[src/rtl/switch_mcu_pkg.sv]
// Shared definitions for the switch MCU I-type decode/sequence slice:
// opcode and funct codes, op-flag bundle and sequencer state encoding.
package switch_mcu_pkg;

   // Major opcodes (RV32I)
   localparam logic [6:0] OPC_OP_IMM = 7'b0010011;
   localparam logic [6:0] OPC_LOAD   = 7'b0000011;
   localparam logic [6:0] OPC_OP     = 7'b0110011;

   // OP-IMM funct3 codes
   localparam logic [2:0] F3_ADDI  = 3'b000;
   localparam logic [2:0] F3_SLLI  = 3'b001;
   localparam logic [2:0] F3_SLTI  = 3'b010;
   localparam logic [2:0] F3_SLTIU = 3'b011;
   localparam logic [2:0] F3_XORI  = 3'b100;
   localparam logic [2:0] F3_SRXI  = 3'b101;
   localparam logic [2:0] F3_ORI   = 3'b110;
   localparam logic [2:0] F3_ANDI  = 3'b111;

   // Shift funct7 codes
   localparam logic [6:0] F7_NORMAL = 7'b0000000;
   localparam logic [6:0] F7_SRA    = 7'b0100000;

   // Sequencer states
   typedef enum logic [1:0] {
      ST_IDLE   = 2'd0,
      ST_EXEC   = 2'd1,
      ST_RETIRE = 2'd2,
      ST_SKIP   = 2'd3
   } state_t;

   // One-hot op flags for the I-type execute stage
   typedef struct packed {
      logic addi;
      logic slti;
      logic sltiu;
      logic xori;
      logic ori;
      logic andi;
      logic slli;
      logic srli;
      logic srai;
   } op_flags_t;

endpackage

[src/rtl/switch_mcu_dec_type_i.sv]
// Combinational OP-IMM decoder: instruction word -> one-hot op flags and a
// legal bit. Flags are all zero whenever the word is not a legal OP-IMM.
import switch_mcu_pkg::*;

module switch_mcu_dec_type_i #(
   parameter logic [6:0] OPC_OP_IMM_SEL = OPC_OP_IMM
) (
   input  logic [31:0] instr,
   output op_flags_t   flags,
   output logic        legal
);

   logic [6:0] opcode;
   logic [2:0] funct3;
   logic [6:0] funct7;

   assign opcode = instr[6:0];
   assign funct3 = instr[14:12];
   assign funct7 = instr[31:25];

   // Decode funct3/funct7 into one flag; shift forms require an exact funct7
   always_comb begin
      flags = '0;
      legal = 1'b0;
      if (opcode == OPC_OP_IMM_SEL) begin
         unique case (funct3)
            F3_ADDI:  begin flags.addi  = 1'b1; legal = 1'b1; end
            F3_SLTI:  begin flags.slti  = 1'b1; legal = 1'b1; end
            F3_SLTIU: begin flags.sltiu = 1'b1; legal = 1'b1; end
            F3_XORI:  begin flags.xori  = 1'b1; legal = 1'b1; end
            F3_ORI:   begin flags.ori   = 1'b1; legal = 1'b1; end
            F3_ANDI:  begin flags.andi  = 1'b1; legal = 1'b1; end
            F3_SLLI: begin
               if (funct7 == F7_NORMAL) begin
                  flags.slli = 1'b1;
                  legal      = 1'b1;
               end
            end
            F3_SRXI: begin
               if (funct7 == F7_NORMAL) begin
                  flags.srli = 1'b1;
                  legal      = 1'b1;
               end else if (funct7 == F7_SRA) begin
                  flags.srai = 1'b1;
                  legal      = 1'b1;
               end
            end
            default: ;
         endcase
      end
   end

endmodule

[src/rtl/switch_mcu_id_type_i_seq.sv]
// Decode and sequencing stage in front of the I-type (OP-IMM) execute stage.
// Accepts one instruction, holds its decoded fields for the execute window
// and drives the cycle counter the execute stage keys on.
//
// Optional feature macro: SWITCH_MCU_ILLEGAL_TRAP_EN adds out_illegal, a
// one-cycle pulse alongside done for words that are not legal OP-IMM.
//
// Handshake: a word transfers on a cycle where in_instr_valid and
// out_instr_ready are both 1; in_instr is sampled only on that cycle.
// valid while ready=0 is ignored and the sender must hold the word.
import switch_mcu_pkg::*;

module switch_mcu_id_type_i_seq #(
   parameter int         EXEC_CYCLES = 5,
   parameter logic [6:0] OPC_OP_IMM  = 7'b0010011
) (
   input  logic        in_clk,
   input  logic        in_rst,
   input  logic        in_instr_valid,
   input  logic [31:0] in_instr,
   output logic        out_instr_ready,
   output logic [3:0]  out_cycle_cnt,
   output logic        out_en,
   output logic        out_addi,
   output logic        out_slti,
   output logic        out_sltiu,
   output logic        out_xori,
   output logic        out_ori,
   output logic        out_andi,
   output logic        out_slli,
   output logic        out_srli,
   output logic        out_srai,
   output logic [11:0] out_imm_type_i,
   output logic [4:0]  out_rs1,
   output logic [4:0]  out_rd,
   output logic        out_done,
`ifdef SWITCH_MCU_ILLEGAL_TRAP_EN
   output logic        out_illegal,
`endif
   output logic [1:0]  out_dbg_state
);

   if (EXEC_CYCLES > 15 || EXEC_CYCLES < 4) begin : g_bad_exec_cycles
      $error("EXEC_CYCLES must be in 4..15");
   end

   localparam logic [3:0] EXEC_LAST = 4'(EXEC_CYCLES);

   op_flags_t  dec_flags;
   logic       dec_legal;

   state_t     state_q;
   op_flags_t  flags_q;
   logic       ready_q;
   logic [3:0] cnt_q;
   logic       en_q;
   logic [11:0] imm_q;
   logic [4:0] rs1_q;
   logic [4:0] rd_q;
   logic       done_q;
`ifdef SWITCH_MCU_ILLEGAL_TRAP_EN
   logic       illegal_q;
`endif

   switch_mcu_dec_type_i #(
      .OPC_OP_IMM_SEL (OPC_OP_IMM)
   ) u_dec (
      .instr (in_instr),
      .flags (dec_flags),
      .legal (dec_legal)
   );

   // Sequencer: IDLE -> EXEC -> RETIRE -> IDLE, IDLE -> SKIP -> IDLE; all outputs registered
   always_ff @(posedge in_clk or negedge in_rst) begin
      if (!in_rst) begin
         state_q   <= ST_IDLE;
         ready_q   <= 1'b1;
         cnt_q     <= '0;
         en_q      <= 1'b0;
         flags_q   <= '0;
         imm_q     <= '0;
         rs1_q     <= '0;
         rd_q      <= '0;
         done_q    <= 1'b0;
`ifdef SWITCH_MCU_ILLEGAL_TRAP_EN
         illegal_q <= 1'b0;
`endif
      end else begin
         unique case (state_q)
            ST_IDLE: begin
               if (in_instr_valid && ready_q) begin
                  ready_q <= 1'b0;
                  if (dec_legal) begin
                     state_q <= ST_EXEC;
                     cnt_q   <= 4'd1;
                     en_q    <= 1'b1;
                     flags_q <= dec_flags;
                     imm_q   <= in_instr[31:20];
                     rs1_q   <= in_instr[19:15];
                     rd_q    <= in_instr[11:7];
                  end else begin
                     state_q   <= ST_SKIP;
                     done_q    <= 1'b1;
`ifdef SWITCH_MCU_ILLEGAL_TRAP_EN
                     illegal_q <= 1'b1;
`endif
                  end
               end
            end
            ST_EXEC: begin
               if (cnt_q == EXEC_LAST) begin
                  state_q <= ST_RETIRE;
                  cnt_q   <= '0;
                  en_q    <= 1'b0;
                  flags_q <= '0;
                  imm_q   <= '0;
                  rs1_q   <= '0;
                  rd_q    <= '0;
                  done_q  <= 1'b1;
               end else begin
                  cnt_q <= cnt_q + 4'd1;
               end
            end
            ST_RETIRE: begin
               state_q <= ST_IDLE;
               done_q  <= 1'b0;
               ready_q <= 1'b1;
            end
            ST_SKIP: begin
               state_q   <= ST_IDLE;
               done_q    <= 1'b0;
               ready_q   <= 1'b1;
`ifdef SWITCH_MCU_ILLEGAL_TRAP_EN
               illegal_q <= 1'b0;
`endif
            end
            default: begin
               state_q <= ST_IDLE;
               ready_q <= 1'b1;
               cnt_q   <= '0;
               en_q    <= 1'b0;
               done_q  <= 1'b0;
            end
         endcase
      end
   end

   assign out_instr_ready = ready_q;
   assign out_cycle_cnt   = cnt_q;
   assign out_en          = en_q;
   assign out_addi        = flags_q.addi;
   assign out_slti        = flags_q.slti;
   assign out_sltiu       = flags_q.sltiu;
   assign out_xori        = flags_q.xori;
   assign out_ori         = flags_q.ori;
   assign out_andi        = flags_q.andi;
   assign out_slli        = flags_q.slli;
   assign out_srli        = flags_q.srli;
   assign out_srai        = flags_q.srai;
   assign out_imm_type_i  = imm_q;
   assign out_rs1         = rs1_q;
   assign out_rd          = rd_q;
   assign out_done        = done_q;
`ifdef SWITCH_MCU_ILLEGAL_TRAP_EN
   assign out_illegal     = illegal_q;
`endif
   assign out_dbg_state   = state_q;

endmodule

[config.mk]
export PLATFORM = sky130hd
export DESIGN_NAME = switch_mcu_id_type_i_seq
export DESIGN_NICKNAME = d
export VERILOG_FILES = /design/src/rtl/switch_mcu_pkg.sv /design/src/rtl/switch_mcu_dec_type_i.sv /design/src/rtl/switch_mcu_id_type_i_seq.sv
export SDC_FILE = /design/constraint.sdc
export NUM_CORES = 1
export LEC_CHECK = 0
export CORE_MARGIN = 2
export CORE_UTILIZATION = 45
export CTS_CLUSTER_SIZE = 12
export DETAILED_ROUTE_END_ITERATION = 6
export PLACE_DENSITY_LB_ADDON = 0.2
export SYNTH_ARGS = -nofsm -noshare
export SYNTH_HDL_FRONTEND = slang
export SYNTH_SLANG_ARGS = --single-unit
export TNS_END_PERCENT = 30
[constraint.sdc]
create_clock -name in_clk -period 4.8 [get_ports in_clk]
set_input_delay 1.44 -clock in_clk [delete_from_list [all_inputs] [get_ports in_clk]]
set_output_delay 1.44 -clock in_clk [all_outputs]
set_load 0.01 [all_outputs]
==> flow_results.org, run 1 <==
** Floorplan
- The die is between 60 and 70 um wide.
- The initialized floorplan defines 22 standard-cell rows.
- CORE AREA :: around 3700 sq um
- Die outline height :: ~67 um
- # IOs :: 75
- For this configuration, the core starts out at a cell density of 0.474.
- The floorplan step defined a die boundary enclosing around 4400 sq um.

** Layout
- In the final layout, the share of cells above drive strength 1 is 0.0701.
- Area Growth Syn to Fin :: 47.6%
- Most common cell after layout, fill and taps aside :: sky130_fd_sc_hd__clkdlybuf4s50_1
- Highest-count cells in the layout ignoring fill and taps :: 73 x sky130_fd_sc_hd__clkdlybuf4s50_1, 39 x sky130_fd_sc_hd__dfrtp_1, 24 x sky130_fd_sc_hd__a22o_1
- Count of inserted antenna diode cells :: 0
- The net count of the finished layout is 250.

** Timing
- Final hold violation count :: 0
- Headroom to the max-slew limit :: 0.329
- Final setup fails :: 0
- Part of the cycle the worst path needs :: 0.705
- Setup_tns :: 0 ps
- Final min period :: around 3400 ps
- Slew at the pin closest to its max-slew limit :: approximately 1000 ps
- Worst setup slack after layout :: around 1400 ps
- On the final layout, the worst clock skew is 11.4 ps.
- Highest clock rate :: between 200 and 300 MHz
- Max-slew violation total from the final report :: 0
- Unrepaired setup endpoints after global routing :: no

** Yosys
- Fraction of the yosys area taken by sequential cells :: 0.569
- Yosys warnings :: 0
- Async S/R FF share, synth :: 1.00
- The netlist uses 37 different library cells.
- The average instance in the mapped netlist occupies about 13 sq um.
- Synthesis produced a netlist with a net count of 177.
- Post-Synthesis Cells :: between 100 and 150
- Combined area of all synthesized cells :: around 1800 sq um
- Post-synth EDFFs :: 0
- Synthesis inferred 40 register bits.
- Most frequently used flop master after synthesis :: sky130_fd_sc_hd__dfrtp_1

** Detailed routing
- The final route contains 1468 vias.
- TritonRoute pass-1 iters :: 4
- The detailed router finished its first iteration with slightly above 100 violations.
- In the routed design, unresolved DRC markers number 0.
- After detailed routing, the total wire length is between 4000 and 5000 um.
- In this run the remaining antenna-violating nets after routing total 0.
- Final routed wire length divided by cell count :: 16.7 um
- Vias per cell :: ~5.6

** Pwr
- Net load switching power :: between 300 and 400 uW
- Clock share of power :: 0.279
- Power spread over the standard cell area amounts to ~390 nW/um^2.
- Maximum VDD drop :: roughly 0.32 mV
- Part of the total power dissipated in combinational logic :: 0.281
- Switch share :: 0.308
- In this run the static leakage power is between 1 and 1.5 nW.
- Of the total power, registers draw 0.440.
- The internal portion of the total power is ~690 uW.

** Clock network
- Root buffer cell :: sky130_fd_sc_hd__clkbuf_8
- The number of clock buffers added by TritonCTS is 5.
- TritonCTS clock tree :: done
- Total setup buffers inserted after CTS :: 0
- The clock passes through at most 2 buffers.
- The clock drives 40 sinks.
- Clock latency of the later-clocked register in the worst-skew pair :: approximately 300 ps
- CTS HTree Levels :: 2
- Clock transition time at the flip-flop clock pins of the worst setup and hold paths :: about 90 ps
- Post-cts gate resize count :: 0
- Count of hold-fix buffers inserted at cts :: 0

** Placed design
- Routability-driven placement finished with a final weighted congestion of between 0.8 and 0.9.
- HPWL Detailed :: ~3100 um
- Place WS :: ~1100 ps
- I/O Buffers :: 74

** GRT
- Entering global routing, the biggest net connects roughly 40 pins.
- Total global routing overflow :: 0
- The first global-routing pass estimated ~7100 um of wire.
- Number of global-route vias before repair :: approximately 1400
- For this run, the total global-route usage over all layers was measured as 0.214.
- Antenna violations before repair :: 0

** Run status
- Outcome :: finished, final reports clean

** Setup path
- Worst EP required :: roughly 5000 ps
- For the worst setup path, the data arrival time is 3560 ps.
- Along the worst path, the maximum fanout reaches 32.
- Setup CP Type :: in2reg
- STA classifies the critical path startpoint as a primary input.
- The worst setup path is captured at a flip-flop.

** Flow run
- Across the run, the number of max-cap violations was 0.

** Min path
- The tightest min-delay check is of the reg2reg type.
## area by class of cell
cell class	instances	area, sq um
clock buffers	5	68.8
multi-input cells	84	652
inverters	7	26.3
repair buffers	75	743
flip-flops and latches	40	1000
fillers	279	1120
clock inverters	3	47.5
well taps	48	60.1
## cells by family (layout without fill, tap and decap cells)
kind of cell             count (synthesis)  in the layout  synth area share
AO/OA/AOI/OAI                           50             50             0.230
adder cells (fa/ha/maj)                  2              2            0.0142
buffers and inverters                   16             90            0.0611
flip-flops                              40             40             0.569
AND/OR/NAND/NOR                         32             32             0.126
## worst max-delay path: stages
cell	delay (ps)
sky130_fd_sc_hd__clkdlybuf4s50_1	440
sky130_fd_sc_hd__nor4_2	450
sky130_fd_sc_hd__a311oi_1	170
sky130_fd_sc_hd__a211o_1	680
sky130_fd_sc_hd__a22o_1	390
## sequential cells by signal, summed over array words and instances, names as in the netlist, 2 cells and up
name and cells:
out_cycle_cnt 4, out_dbg_state 2, out_rd 5, out_imm_type_i 12, out_rs1 5
## Yosys cell counts (2+ instances only)
cell	count	area [sq um]
sky130_fd_sc_hd__a21oi_1	5	25.0
sky130_fd_sc_hd__a22o_1	24	210
sky130_fd_sc_hd__a32o_1	7	70.1
sky130_fd_sc_hd__and3_1	3	18.8
sky130_fd_sc_hd__and3b_1	2	17.5
sky130_fd_sc_hd__buf_2	2	10.0
sky130_fd_sc_hd__buf_6	6	67.6
sky130_fd_sc_hd__dfrtp_1	39	976
sky130_fd_sc_hd__ha_1	2	25.0
sky130_fd_sc_hd__inv_1	7	26.3
sky130_fd_sc_hd__nand2_1	6	22.5
sky130_fd_sc_hd__nand2b_1	2	12.5
sky130_fd_sc_hd__nand3_1	2	10.0
sky130_fd_sc_hd__nor2_1	3	11.3
sky130_fd_sc_hd__nor2b_1	2	12.5
sky130_fd_sc_hd__nor3_1	3	15.0
sky130_fd_sc_hd__nor4_1	2	12.5
sky130_fd_sc_hd__o21ai_0	4	20.0
## power by group through the flow
stage          clock network [mW]  registers [mW]  logic (mW)
6_report                    0.280           0.441       0.282
5_1_grt                     0.303           0.452       0.309
4_1_cts                     0.283           0.441       0.284
3_5_place_dp                    0           0.447       0.280
3_3_place_gp                    0           0.443       0.268
2_1_floorplan                   0           0.442       0.139
## final timing paths
path                                                   to  cells past startpoint  slack (ps)                    startpoint
setup / recovery           out_imm_type_i[10]$_DFFE_PN0P_                      5        1410                  in_instr[29]
hold / removal                         out_en$_DFFE_PN0P_                      1         500            out_en$_DFFE_PN0P_
setup reg to reg           out_imm_type_i[10]$_DFFE_PN0P_                      6        2560  out_cycle_cnt[1]$_DFFE_PN0P_
hold reg to reg                        out_en$_DFFE_PN0P_                      1         500            out_en$_DFFE_PN0P_
max in group asynchronous    out_cycle_cnt[1]$_DFFE_PN0P_                      1        2980                        in_rst
min in group asynchronous    out_dbg_state[0]$_DFFE_PN0P_                      1        1260                        in_rst
## through the flow
stage	hold WS (ps)	utilization	std cells	power (mW)	cell area [sq um]
2_1_floorplan	500	-	140	0.581	1760
3_3_place_gp	464	0.668	254	0.711	2480
3_5_place_dp	483	0.668	254	0.727	2480
6_report	497	0.700	262	1.00	2600
5_1_grt	524	0.700	262	1.06	2600
4_1_cts	504	0.700	262	1.01	2600
## layer usage
layer / share of wire / up-vias / global-route usage
li1: - / 682 / -
met1: 0.44 / 733 / 0.315
met3: 0.053 / 8 / 0.0557
met4: 0.016 / 0 / 0.0510
met2: 0.49 / 45 / 0.314
met5: 0 / - / 0
No activity file was read; power rests on OpenSTA's default activity.
==> inputs of run 2 (changes only) <==
--- a/config.mk
+++ b/config.mk
@@ -6,7 +6,7 @@
 export NUM_CORES = 1
 export LEC_CHECK = 0
 export CORE_MARGIN = 2
-export CORE_UTILIZATION = 45
+export CORE_UTILIZATION = 42
 export CTS_CLUSTER_SIZE = 12
 export DETAILED_ROUTE_END_ITERATION = 6
 export PLACE_DENSITY_LB_ADDON = 0.2
==> constraint.sdc (replaced) <==
create_clock -name in_clk -period 3.2 [get_ports in_clk]
set_input_delay 0.96 -clock in_clk [delete_from_list [all_inputs] [get_ports in_clk]]
set_output_delay 0.96 -clock in_clk [all_outputs]
set_load 0.01 [all_outputs]
==> run 2 against run 1 <==
Sequential cell count is the same. Hold slack lost 12 ps. First-iteration DRC count shrank 11%. Design area grew 1.1%. Clock-buffer cell count grew 1. Sequential share of layout area shrank 0.40 points. Global-route usage shrank 1.6 points. Clock power grew 54%.
==> flow_results.org, run 2 (synthesis results as in run 1) <==
** Run status
- The run finished with clean final reports.

** Min path
- The number of stages on the worst hold path came to 1 (unchanged).
- The worst hold path belongs to the class reg2reg.

** Layout
- Area used by sequential logic in the layout :: 1000 sq um (unchanged)
- Share of cells above drive strength 1 :: 0.0744 (+0.00433)
- Cell area after layout :: 2630 sq um (+1.1%)
- The top cell types in the final layout, fill and taps aside, are 73 x sky130_fd_sc_hd__clkdlybuf4s50_1, 39 x sky130_fd_sc_hd__dfrtp_1, 24 x sky130_fd_sc_hd__a22o_1.
- Final layout net count :: 251 (+0.40%)
- Count of inserted antenna diode cells :: 0 (unchanged)
- Fill cell count :: 302 (+8.2%)
- Most common cell after layout, fill and taps aside :: sky130_fd_sc_hd__clkdlybuf4s50_1
- The flip-flop count of the largest register after layout came to 12 (unchanged).
- Area Growth Syn to Fin :: 49.1%
- The area taken by multi-input logic gates came to 652 sq um (unchanged).

** GRT
- Number of global-route vias before repair :: 1462 (+1.2%)
- met2 is the most crowded layer.
- Met1 usage :: 0.247 (-0.0681)
- The aggregate global-route resource usage is 0.197 (-0.0162).
- Met3 demand-to-capacity share in global routing :: 0.0438 (-0.0119)
- The pin count of the biggest net entering global routing was 41 (unchanged).
- The met2 capacity usage during global routing was 0.325 (+0.0108).
- The first-pass GRT wire length was 6720 um (-5.7%).
- The number of antenna violations at the first check in global routing is 0 (unchanged).
- The remaining global-route overflow was 0 (unchanged).

** Setup path
- Critical Path AT :: 2820 ps (-740 ps)
- CP top delay family :: compound AO/OA/AOI/OAI gates
- The cell count of the worst reg-to-reg path was 7 (+1).
- The data required time of the critical path was 3380 ps (-1600 ps).
- Slowest stage delay, CP :: 440 ps (-240 ps)
- STA classifies the critical path startpoint as a primary input.
- Flop-to-flop setup slack :: 1150 ps (-1410 ps)
- The worst setup path is captured at a flip-flop.
- Crit path depth :: 6 (+1)
- The number of buffer and inverter instances along the worst setup path is 2 (+1).
- The largest fanout on the critical path is 32 (unchanged).
- Setup CP Type :: in2reg
- Cells traversed along the worst timing path :: clkdlybuf4s50_1, nor4_2, a311oi_1, a211o_1, buf_4, a22o_1
- CP max-delay cell :: sky130_fd_sc_hd__clkdlybuf4s50_1

** Detailed routing
- The mean number of vias per cell is 5.55 (-0.93%).
- The routed wirelength normalized by instance count is 17.2 um (+2.7%).
- The total routed wirelength came to 4550 um (+3.8%).
- DR iter-0 viols :: 91 (-11%)
- The number of design rule violations left after detail routing came to 0 (unchanged).
- The number of antenna-violating nets in the routed design is 0 (unchanged).
- TritonRoute pass-1 iters :: 4 (unchanged)
- Via count :: 1471 (+0.20%)

** Timing
- Headroom to the max-slew limit :: 0.423 (+0.0936)
- The maximum clock skew at final layout is 9.26 ps (-2.16 ps).
- Part of the cycle the worst path needs :: 0.824
- Setup repair after global routing left no endpoint under its margin.
- Slew at the pin closest to its max-slew limit :: 866 ps (-140 ps)
- The worst path needs between 2000 and 3000 ps of the cycle, external delays included.
- Worst hold margin :: 486 ps (-11.7 ps)
- Highest clock rate :: ~380 MHz
- The number of endpoints failing setup at the final stage came to 0 (unchanged).
- Max-slew violation total from the final report :: 0 (unchanged)
- The number of hold violations in the final report is 0 (unchanged).
- Setup_tns :: 0 ps (unchanged)

** Floorplan
- CORE AREA :: 4030 sq um (+8.4%)
- Die Width :: 68.8 um (+3.3%)
- Die outline height :: 68.8 um (+3.3%)
- The area of the die came to 4730 sq um (+6.7%).
- Standard-cell row count :: 23 (+4.5%)
- The effective utilization at floorplan came to 0.437 (-0.0368).
- # IOs :: 75 (unchanged)

** Clock network
- The clock edge transition at the registers on the reported setup and hold paths was 80 ps (about the same).
- Root buffer cell :: sky130_fd_sc_hd__clkbuf_8
- Post-cts gate resize count :: 0 (unchanged)
- The number of levels the H-tree was split into came to 2 (unchanged).
- CTS buffer count :: 5 (unchanged)
- The worst-case clock buffer depth is 2 (unchanged).
- Count of hold-fix buffers inserted at cts :: 0 (unchanged)
- The insertion delay of the later-clocked pin in the worst-skew pair is 300 ps (about the same).
- TritonCTS built the clock tree.
- The number of sinks on the clock net is 40 (unchanged).
- The buffers inserted during post-CTS setup optimization is 0 (unchanged).

** Pwr
- Maximum VDD drop :: 0.473 mV (+49%)
- The standby leakage power was 1.14 nW (+0.88%).
- The power density over the cells was 582 nW/um^2 (+51%).

** Flow run
- MaxCap Viol Count :: 0 (unchanged)

** Placed design
- The count of buffers inserted at the top-level ports came to 74 (unchanged).
- Final GP Congestion :: 0.850 (-0.32%)
- The area after detailed placement came to 2510 sq um (+0.91%).
- The detailed-placement wirelength estimate was 3180 um (+4.0%).
run 2: cell count changes in the layout (fill, tap and decap cells not counted), sizes merged:
cell	before	now
clkinv	2	1
clkbuf	5	6
buf	2	3
run 2: cell type report:
type,instances,share of cell area
tap,50,0.0238
clock inverter,2,0.0148
sequential,40,0.381
multi-input combinational,84,0.248
inverter,7,0.0100
timing repair buffer,76,0.290
clock buffer,6,0.0314
run 2: power breakdown:
group / internal, mW / switching (mW)
Sequential: 0.573 / 0.0940
Clock: 0.255 / 0.177
Combinational: 0.237 / 0.193
Total: 1.06 / 0.464
run 2: final timing paths:
kind,start,end
min in group asynchronous,in_rst,out_srli$_DFFE_PN0P_
max in group asynchronous,in_rst,out_imm_type_i[11]$_DFFE_PN0P_
min reg2reg,out_en$_DFFE_PN0P_,out_en$_DFFE_PN0P_
max,in_instr[29],out_rs1[3]$_DFFE_PN0P_
min,out_en$_DFFE_PN0P_,out_en$_DFFE_PN0P_
max reg2reg,out_cycle_cnt[1]$_DFFE_PN0P_,out_rs1[3]$_DFFE_PN0P_
run 2: per-stage QoR:
stage               utilization  std cells  power (mW)  setup WS, ps
global placement          0.622        257        1.07           403
floorplan                     -        140       0.871           956
CTS                       0.652        265        1.54           574
finish                    0.652        265        1.53           562
global route              0.652        265        1.61           477
detailed placement        0.622        257        1.10           283
run 2: metal layers:
metal,up-vias,share of wire
met5,-,0
met4,0,0.015
met3,5,0.081
met2,69,0.48
met1,717,0.42
li1,680,-
==> inputs of run 3 (changes only) <==
--- a/config.mk
+++ b/config.mk
@@ -6,7 +6,7 @@
 export NUM_CORES = 1
 export LEC_CHECK = 0
 export CORE_MARGIN = 2
-export CORE_UTILIZATION = 42
+export CORE_UTILIZATION = 38
 export CTS_CLUSTER_SIZE = 12
 export DETAILED_ROUTE_END_ITERATION = 6
 export PLACE_DENSITY_LB_ADDON = 0.2
==> constraint.sdc (replaced) <==
create_clock -name in_clk -period 2.2 [get_ports in_clk]
set_input_delay 0.66 -clock in_clk [delete_from_list [all_inputs] [get_ports in_clk]]
set_output_delay 0.66 -clock in_clk [all_outputs]
set_load 0.01 [all_outputs]
==> run 3 against run 2 <==
Via count increased by 6.4%. Non-clock buffer count increased by 18. Global-route usage decreased by 1.3 points. Combinational power increased by 72%. Sequential cell count unchanged. Sequential share of layout area decreased by 3.0 points. Critical endpoint is now out_imm_type_i[1]$_DFFE_PN0P_. Largest cell class unchanged.
==> flow_results.org, run 3 (synthesis results as in run 1) <==
** Setup path
- The critical path is of the in2reg type.
- The setup slack of the most critical reg-to-reg path is 190 ps (-960 ps).
- The data required time of the critical path came to 2390 ps (-990 ps).
- Critical path fanouts, max :: 8 (-75%)
- Walking the worst path, the cells encountered are clkdlybuf4s50_1, nor4_4, a311oi_2, a211o_4, clkbuf_16, a22o_1.
- Critical Path Source Type :: primary input
- Endpoint type of the worst setup path :: flip-flop
- The largest individual stage delay along the critical path comes from the cell sky130_fd_sc_hd__clkdlybuf4s50_1.
- Slowest stage delay, CP :: 460 ps (+20 ps)
- Critical Path AT :: 2350 ps (-470 ps)

** Floorplan
- Die outline height :: 72.1 um (+4.8%)
- The effective utilization at floorplan was 0.399 (-0.0382).
- The site row count came to 24 (+4.3%).
- The die outline width came to 72.1 um (+4.8%).
- The placeable core region came to 4410 sq um (+9.6%).
- The number of I/O pins is 75 (unchanged).
- Full die area :: 5200 sq um (+9.9%)

** Pwr
- Leak :: 1.29 nW (+13%)
- The worst vdd rail ir drop was 0.478 mV (+1.1%).
- Internal cell power :: 1.58 mW (+48%)
- Power Dens Cells :: 801 nW/um^2 (+38%)
- The part of the total power dissipated in sequential elements came to 0.406 (-0.030).
- The clock network power share is 0.271 (-0.011).
- Switch share :: 0.310 (+0.00705)
- Net load switching power :: 710 uW (+53%)
- The logic gate share of total power was 0.322 (+0.041).
- Total power consumption of the routed design :: 2.29 mW (+50%)

** Layout
- Area Growth Syn to Fin :: 62.1%
- Final Non-Filler Cells :: 285 (+7.5%)
- The library cell used most frequently in the layout, excluding fill and tap cells, is sky130_fd_sc_hd__clkdlybuf4s50_1.
- Cell area after layout :: 2860 sq um (+8.7%)
- The fraction of layout cells with a size suffix above 1 came to 0.163 (+0.0887).
- Highest-count cells in the layout ignoring fill and taps :: 69 x sky130_fd_sc_hd__clkdlybuf4s50_1, 39 x sky130_fd_sc_hd__dfrtp_1, 24 x sky130_fd_sc_hd__a22o_1
- The post-layout net count was 269 (+7.2%).
- Flip-flop count of the largest register, all copies and words added :: 12 (unchanged)
- Count of inserted antenna diode cells :: 0 (unchanged)

** Clock network
- Clock transition time at the flip-flop clock pins of the worst setup and hold paths :: 80 ps (about the same)
- CTS HTree Levels :: 2 (unchanged)
- TritonCTS built the clock tree.
- CTS Sinks :: 40 (unchanged)
- Clock tree buffer depth :: 2 (unchanged)
- The insertion delay of the later-clocked pin in the worst-skew pair is 300 ps (about the same).
- The number of hold buffers added after CTS was 0 (unchanged).
- The number of buffers inserted during clock tree synthesis came to 5 (unchanged).
- Root buffer cell :: sky130_fd_sc_hd__clkbuf_8

** Timing
- The final worst slack is 40.0 ps (-522 ps).
- The number of pins exceeding their max-slew limit in the final report came to 0 (unchanged).
- Of the available clock period, the critical path in the final layout requires 0.982.
- Highest clock rate :: between 400 and 500 MHz
- Slew at the pin closest to its max-slew limit :: 299 ps (-567 ps)
- The number of hold violations in the final report came to 0 (unchanged).
- The number of endpoints failing setup at the final stage came to 0 (unchanged).
- The worst path in the final design needs a cycle of between 2000 and 2500 ps, including I/O delays and setup.
- The maximum clock skew at final layout was 3.00 ps (-6.26 ps).
- Headroom to the max-slew limit :: 0.798 (+0.376)

** Min path
- The tightest min-delay check is of the in2async type.

** Placed design
- The area after detailed placement was 2630 sq um (+4.8%).
- The pre-CTS setup slack came to -332 ps (-615 ps).
- The count of buffers inserted at the top-level ports was 74 (unchanged).
- The final RePlAce weighted congestion is 0.775 (-8.8%).
- HPWL Detailed :: 3380 um (+6.1%)
- The cell total after placement came to 273 (+6.2%).

** Detailed routing
- The routed wirelength normalized by instance count was 17.0 um (-1.0%).
- TritonRoute pass-1 iters :: 4 (unchanged)
- DRC :: 0 (unchanged)
- Post-route antenna net violation count :: 0 (unchanged)
- The mean number of vias per cell is 5.49 (-1.1%).
- The via count is 1565 (+6.4%).
- The number of DRC markers in iteration 0 was 66 (-27%).
- The total routed wirelength is 4840 um (+6.5%).

** GRT
- GRT Overall Usage :: 0.184 (-0.0134)
- The remaining global-route overflow was 0 (unchanged).
- Number of global-route vias before repair :: 1571 (+7.5%)
- Wire length of the first global-routing pass :: 7410 um (+10%)
- The number of antenna violations at the first check in global routing came to 0 (unchanged).
- Largest net degree at the start of global routing :: 33 (-20%)

** Flow run
- The max-capacitance violation count was 0 (unchanged).

** Run status
- Outcome :: finished, final reports clean
-- run 3: per-stage QoR --
stage / hold slack, ps / setup TNS, ps / utilization
5_1_grt: 128 / -5.70 / 0.647
2_1_floorplan: 364 / 0 / -
3_3_place_gp: 456 / -9800 / 0.595
3_5_place_dp: 449 / -11200 / 0.595
4_1_cts: 126 / 0 / 0.623
6_report: 131 / 0 / 0.647
-- run 3: final timing paths --
kind	end	start	cells after the start
max	out_imm_type_i[1]$_DFFE_PN0P_	in_instr[28]	6
min	out_imm_type_i[3]$_DFFE_PN0P_	in_rst	1
max reg2reg	out_imm_type_i[1]$_DFFE_PN0P_	out_cycle_cnt[1]$_DFFE_PN0P_	7
min reg2reg	out_en$_DFFE_PN0P_	out_en$_DFFE_PN0P_	1
max in group asynchronous	out_instr_ready$_DFFE_PN1P_	in_rst	2
min in group in_clk	out_en$_DFFE_PN0P_	out_en$_DFFE_PN0P_	1
-- run 3: metal layers --
layer | global-route usage | wire, um
met1 | 0.242 | 2070
met2 | 0.296 | 2360
met3 | 0.0514 | 356
met4 | 0.0566 | 54
met5 | 0 | 0
-- run 3: what timing repair did --
action | 4_1_cts | 5_1_grt
resized for setup | 1 | 9
pin swaps | 0 | 5
hold endpoints to repair | 0 | 0
endpoints found under the setup margin | 30 | 33
buffers inserted | 0 | 1
cloned | 0 | 3
-- run 3: power groups by stage --
stage               Sequential [mW]  Combinational (mW)  Clock, mW
finish                        0.929               0.738      0.621
global route                  0.943               0.796      0.667
CTS                           0.927               0.703      0.636
detailed placement            0.940               0.697          0
global placement              0.931               0.669          0
floorplan                     0.964               0.303          0
-- run 3: worst max-delay path, delay by kind of cell --
family | cells | cell delay [ps]
simple gates | 1 | 330
compound gates | 3 | 720
buf+inv | 2 | 640
-- run 3: area by class of cell --
type                       instances  area [sq um]
clock buffer                       5          68.8
clock inverter                     3          46.3
fill                             331          1560
inverter                           7          26.3
multi-input combinational         84           687
sequential                        40          1000
tap                               52          65.1
timing repair buffer              94           960
==> RTL change 1 (flow settings as in run 2) <==
The option `SWITCH_MCU_ILLEGAL_TRAP_EN` is turned on by a define.
--- a/src/rtl/switch_mcu_id_type_i_seq.sv
+++ b/src/rtl/switch_mcu_id_type_i_seq.sv
@@ -10,2 +10,4 @@
 // valid while ready=0 is ignored and the sender must hold the word.
+`define SWITCH_MCU_ILLEGAL_TRAP_EN
+
 import switch_mcu_pkg::*;
Function (old outputs only; new: out_illegal): kept (equiv_simple and equiv_induct, registers matched by name and starting in step).
==> RTL change 1 against run 2 <==
- wire length decreased by 7.0%
- final area is 11% higher
- sequential cell count rose by 1
- worst setup slack got worse by 310 ps
- count of clock-buffer cells in the layout unchanged
- synthesized area up 14%
Power is not compared: it rests on default switching activity, and its combinational part moved more than twofold at a synthesized area within 25%.
==> RTL change 1: results (changes against run 2) <==
pin count of the biggest net entering global routing: 42 (+2.4%)
worst setup path startpoint: in_instr[2]
sequential cell area: 0.001027 sq mm (+2.5%)
Worst Clk Skew: 5.850 ps (-3.411 ps)
adder-cell area share of the yosys netlist: 1.248% (-0.17 points)
hold path cells: 2 (+1)
Vias: 1597 (+8.6%)
Distinct cells, synth: 31 (-16%)
Worst Max-Slew Pin Slew: 904.7 ps (+38.71 ps)
Non-clock buffers: 82 (+7.9%)
detailed router's first-iteration violation count: 136 (+49%)
M1 GR Usage: 23.49% (-1.2 points)
layout cells sized above 1: 8.273% (+0.83 points)
Clock buf/inv share: 4.120% (-0.50 points)
Final Wtd Congestion: 0.7059 (-17%)
grt met3 use: 4.972% (+0.59 points)
non-clock inverter count: 25 (+18)
Max FO, Critical Path: 26 (-19%)
Compound-Gate Fraction of Synth Area: 4.117% (-19 points)
top cells by count, synth: 43 x nand2_1, 40 x dfrtp_1, 31 x mux2i_1
first-pass GRT wire length: 7.065 mm (+5.1%)
gr usage total: 16.97% (-2.8 points)
multi-input gate area in the final layout: 795.8 sq um (+22%)
#MultiIn Comb: 122 (+45%)
syn avg cell area: 10.13 sq um (-20%)
die width: 73.11 microns (+6.3%)
total routed wirelength: 4.229 mm (-7.0%)
final net count: 314 (+25%)
met2 Usage GRT: 25.83% (-6.6 points)
status: completed
fillcell total: 398 (+32%)
syn nets: 235 (+33%)
number of I/O port buffers: 75 (+1.4%)
[RTL change 1: cell types whose count changed after synthesis, sizes merged, moves of 3 or more]
cell / delta
a22o: -24
a32o: -7
and3: -3
buf: -4
clkbuf: +5
inv: +18
mux2i: +31
nand2: +37
nand2b: +3
nand3: +3
nor3: +3
[RTL change 1: worst paths after layout]
kind	end	slack [ps]
max	out_slli$_DFFE_PN0P_	250
min	out_en$_DFFE_PN0P_	480
max in group asynchronous	out_cycle_cnt[1]$_DFFE_PN0P_	1850
max reg2reg	out_slli$_DFFE_PN0P_	1340
min in group asynchronous	out_cycle_cnt[2]$_DFFE_PN0P_	790
min reg2reg	out_en$_DFFE_PN0P_	480
[RTL change 1: critical path, cell delays in order]
cell	delay, ps
clkdlybuf4s50_1	400
or4b_4	530
or3_4	380
or3b_2	500
buf_12	200
mux2i_1	140
==> RTL change 2 (settings of run 2) <==
Without the edit above. Make the reset (`in_rst`) synchronous in one clocked block.
--- a/src/rtl/switch_mcu_id_type_i_seq.sv
+++ b/src/rtl/switch_mcu_id_type_i_seq.sv
@@ -73,3 +73,3 @@
    // Sequencer: IDLE -> EXEC -> RETIRE -> IDLE, IDLE -> SKIP -> IDLE; all outputs registered
-   always_ff @(posedge in_clk or negedge in_rst) begin
+   always_ff @(posedge in_clk) begin
       if (!in_rst) begin
Function: differs if in_rst is asserted again (counterexample within 4 cycles, from zero or initial values and one cycle with in_rst low); with in_rst held inactive, the same outputs for 10 cycles.
==> RTL change 2 against run 2 <==
- sequential cell count stayed put
- wire length shrank 4.8%
- worst setup slack gained 160 ps
- hold slack worse by 29 ps
- final area rose by 4.7%
- synthesized area up 5.3%
- die area is 5.0% higher
Power is not compared: it rests on default switching activity, and its combinational part moved more than twofold at a synthesized area within 25%.
==> RTL change 2: results (changes against run 2) <==
arrival time at the worst endpoint: 2650 ps (-170 ps)
P_leak: 0.9902 nW
pin count of the biggest net entering global routing: 33 (-20%)
status: completed
Avg Vias per Cell: 5.157 (-7.1%)
post-synthesis mux area share: 13.49% (+13 points)
total CTS buffers: 5 (unchanged)
Compound-Gate Fraction of Synth Area: 13.08% (-9.9 points)
Final Wtd Congestion: 0.7926 (-6.7%)
# H-tree levels: 2 (unchanged)
Max transition margin: 64.22% (+22 points)
wire length on met1: 1.848 mm (-3.4%)
gr usage total: 17.88% (-1.9 points)
Wirelength per Cell: 13.36 microns (-22%)
Reg2Reg Depth: 7 (unchanged)
syn nets: 232 (+31%)
Critical R2R Capture: out_rs1[4]$_SDFFE_PN0P_
reg2reg setup slack: 1470 ps (+320 ps)
total iterations of the first detailed-routing run: 4 (unchanged)
worst setup path startpoint: in_instr[30]
top cells by count, synth: 56 x nand2_1, 40 x dfxtp_1, 25 x mux2i_1
Worst setup endpoint: out_cycle_cnt[0]$_SDFFE_PN0P_
layout cells sized above 1: 7.721% (+0.28 points)
Distinct cells, synth: 42 (+14%)
FF-to-FF Start: out_cycle_cnt[1]$_SDFFE_PN0P_
first-pass GRT wire length: 7.279 mm (+8.3%)
adder-cell area share of the yosys netlist: 1.349% (-0.072 points)
clk slew on worst S/H paths: 70 ps
met3 routed WL: 294 microns (-20%)
sequential fraction of the synthesis area: 43.16% (-14 points)
WHS Endpoint: out_rs1[3]$_SDFFE_PN0P_
slowest stage delay, CP: 590 ps (+150 ps)
hold wc startpoint: out_rs1[3]$_SDFFE_PN0P_
largest cells by area after synthesis: dfxtp_1 43%, mux2i_1 13%, nand2_1 11%
clock latency on the worst-skew pair: 280 ps (-20 ps)
Post-synth top flop: dfxtp_1
ys async rst share: 0% (-100 points)
hold path cells: 2 (+1)
final net count: 308 (+23%)
Max FO, Critical Path: 7 (-78%)
Worst Clk Skew: 3.459 ps (-5.801 ps)
DP HPWL: 3.171 mm (-0.43%)
Comb power: 0.000133 W
Worst VDD drop: 0.0002465 V
detailed router's first-iteration violation count: 72 (-21%)
part of the power in the clock network: 38.0%
DR WL met2: 2.149 mm (-2.2%)
delay-heaviest family, CP: compound AO/OA/AOI/OAI gates
Area after DPL: 0.002644 sq mm (+5.5%)
number of global-route vias before repair: 1579 (+8.0%)
switching share of total power: 22.53%
RTL change 2: final cells by class:
class	count	area (sq um)
Fill cell	380	1543
Timing Repair Buffer	78	783.3
Tap cell	52	65.06
Multi-Input combinational cell	142	979.7
Clock inverter	2	35.03
Sequential cell	40	800.8
Inverter	4	15.01
Clock buffer	6	72.57
RTL change 2: stage by stage:
step / utilization, % / setup WS [ps] / cells / hold WS, ps
finish: 64.07 / 719.5 / 324 / 456.4
global route: 64.07 / 612.1 / 324 / 484.5
CTS: 64.07 / 736.4 / 324 / 460.1
detailed placement: 61.57 / 452.4 / 316 / 448.6
global placement: 61.57 / 481.8 / 316 / 441.8
floorplan: - / 1078 / 195 / 479.0
RTL change 2: per-layer routing:
layer / GRT usage (%) / vias to the layer above
met2: 31.24 / 51
met1: 21.73 / 785
met4: 3.846 / 0
met5: 0 / -
li1: - / 830
met3: 5.051 / 5
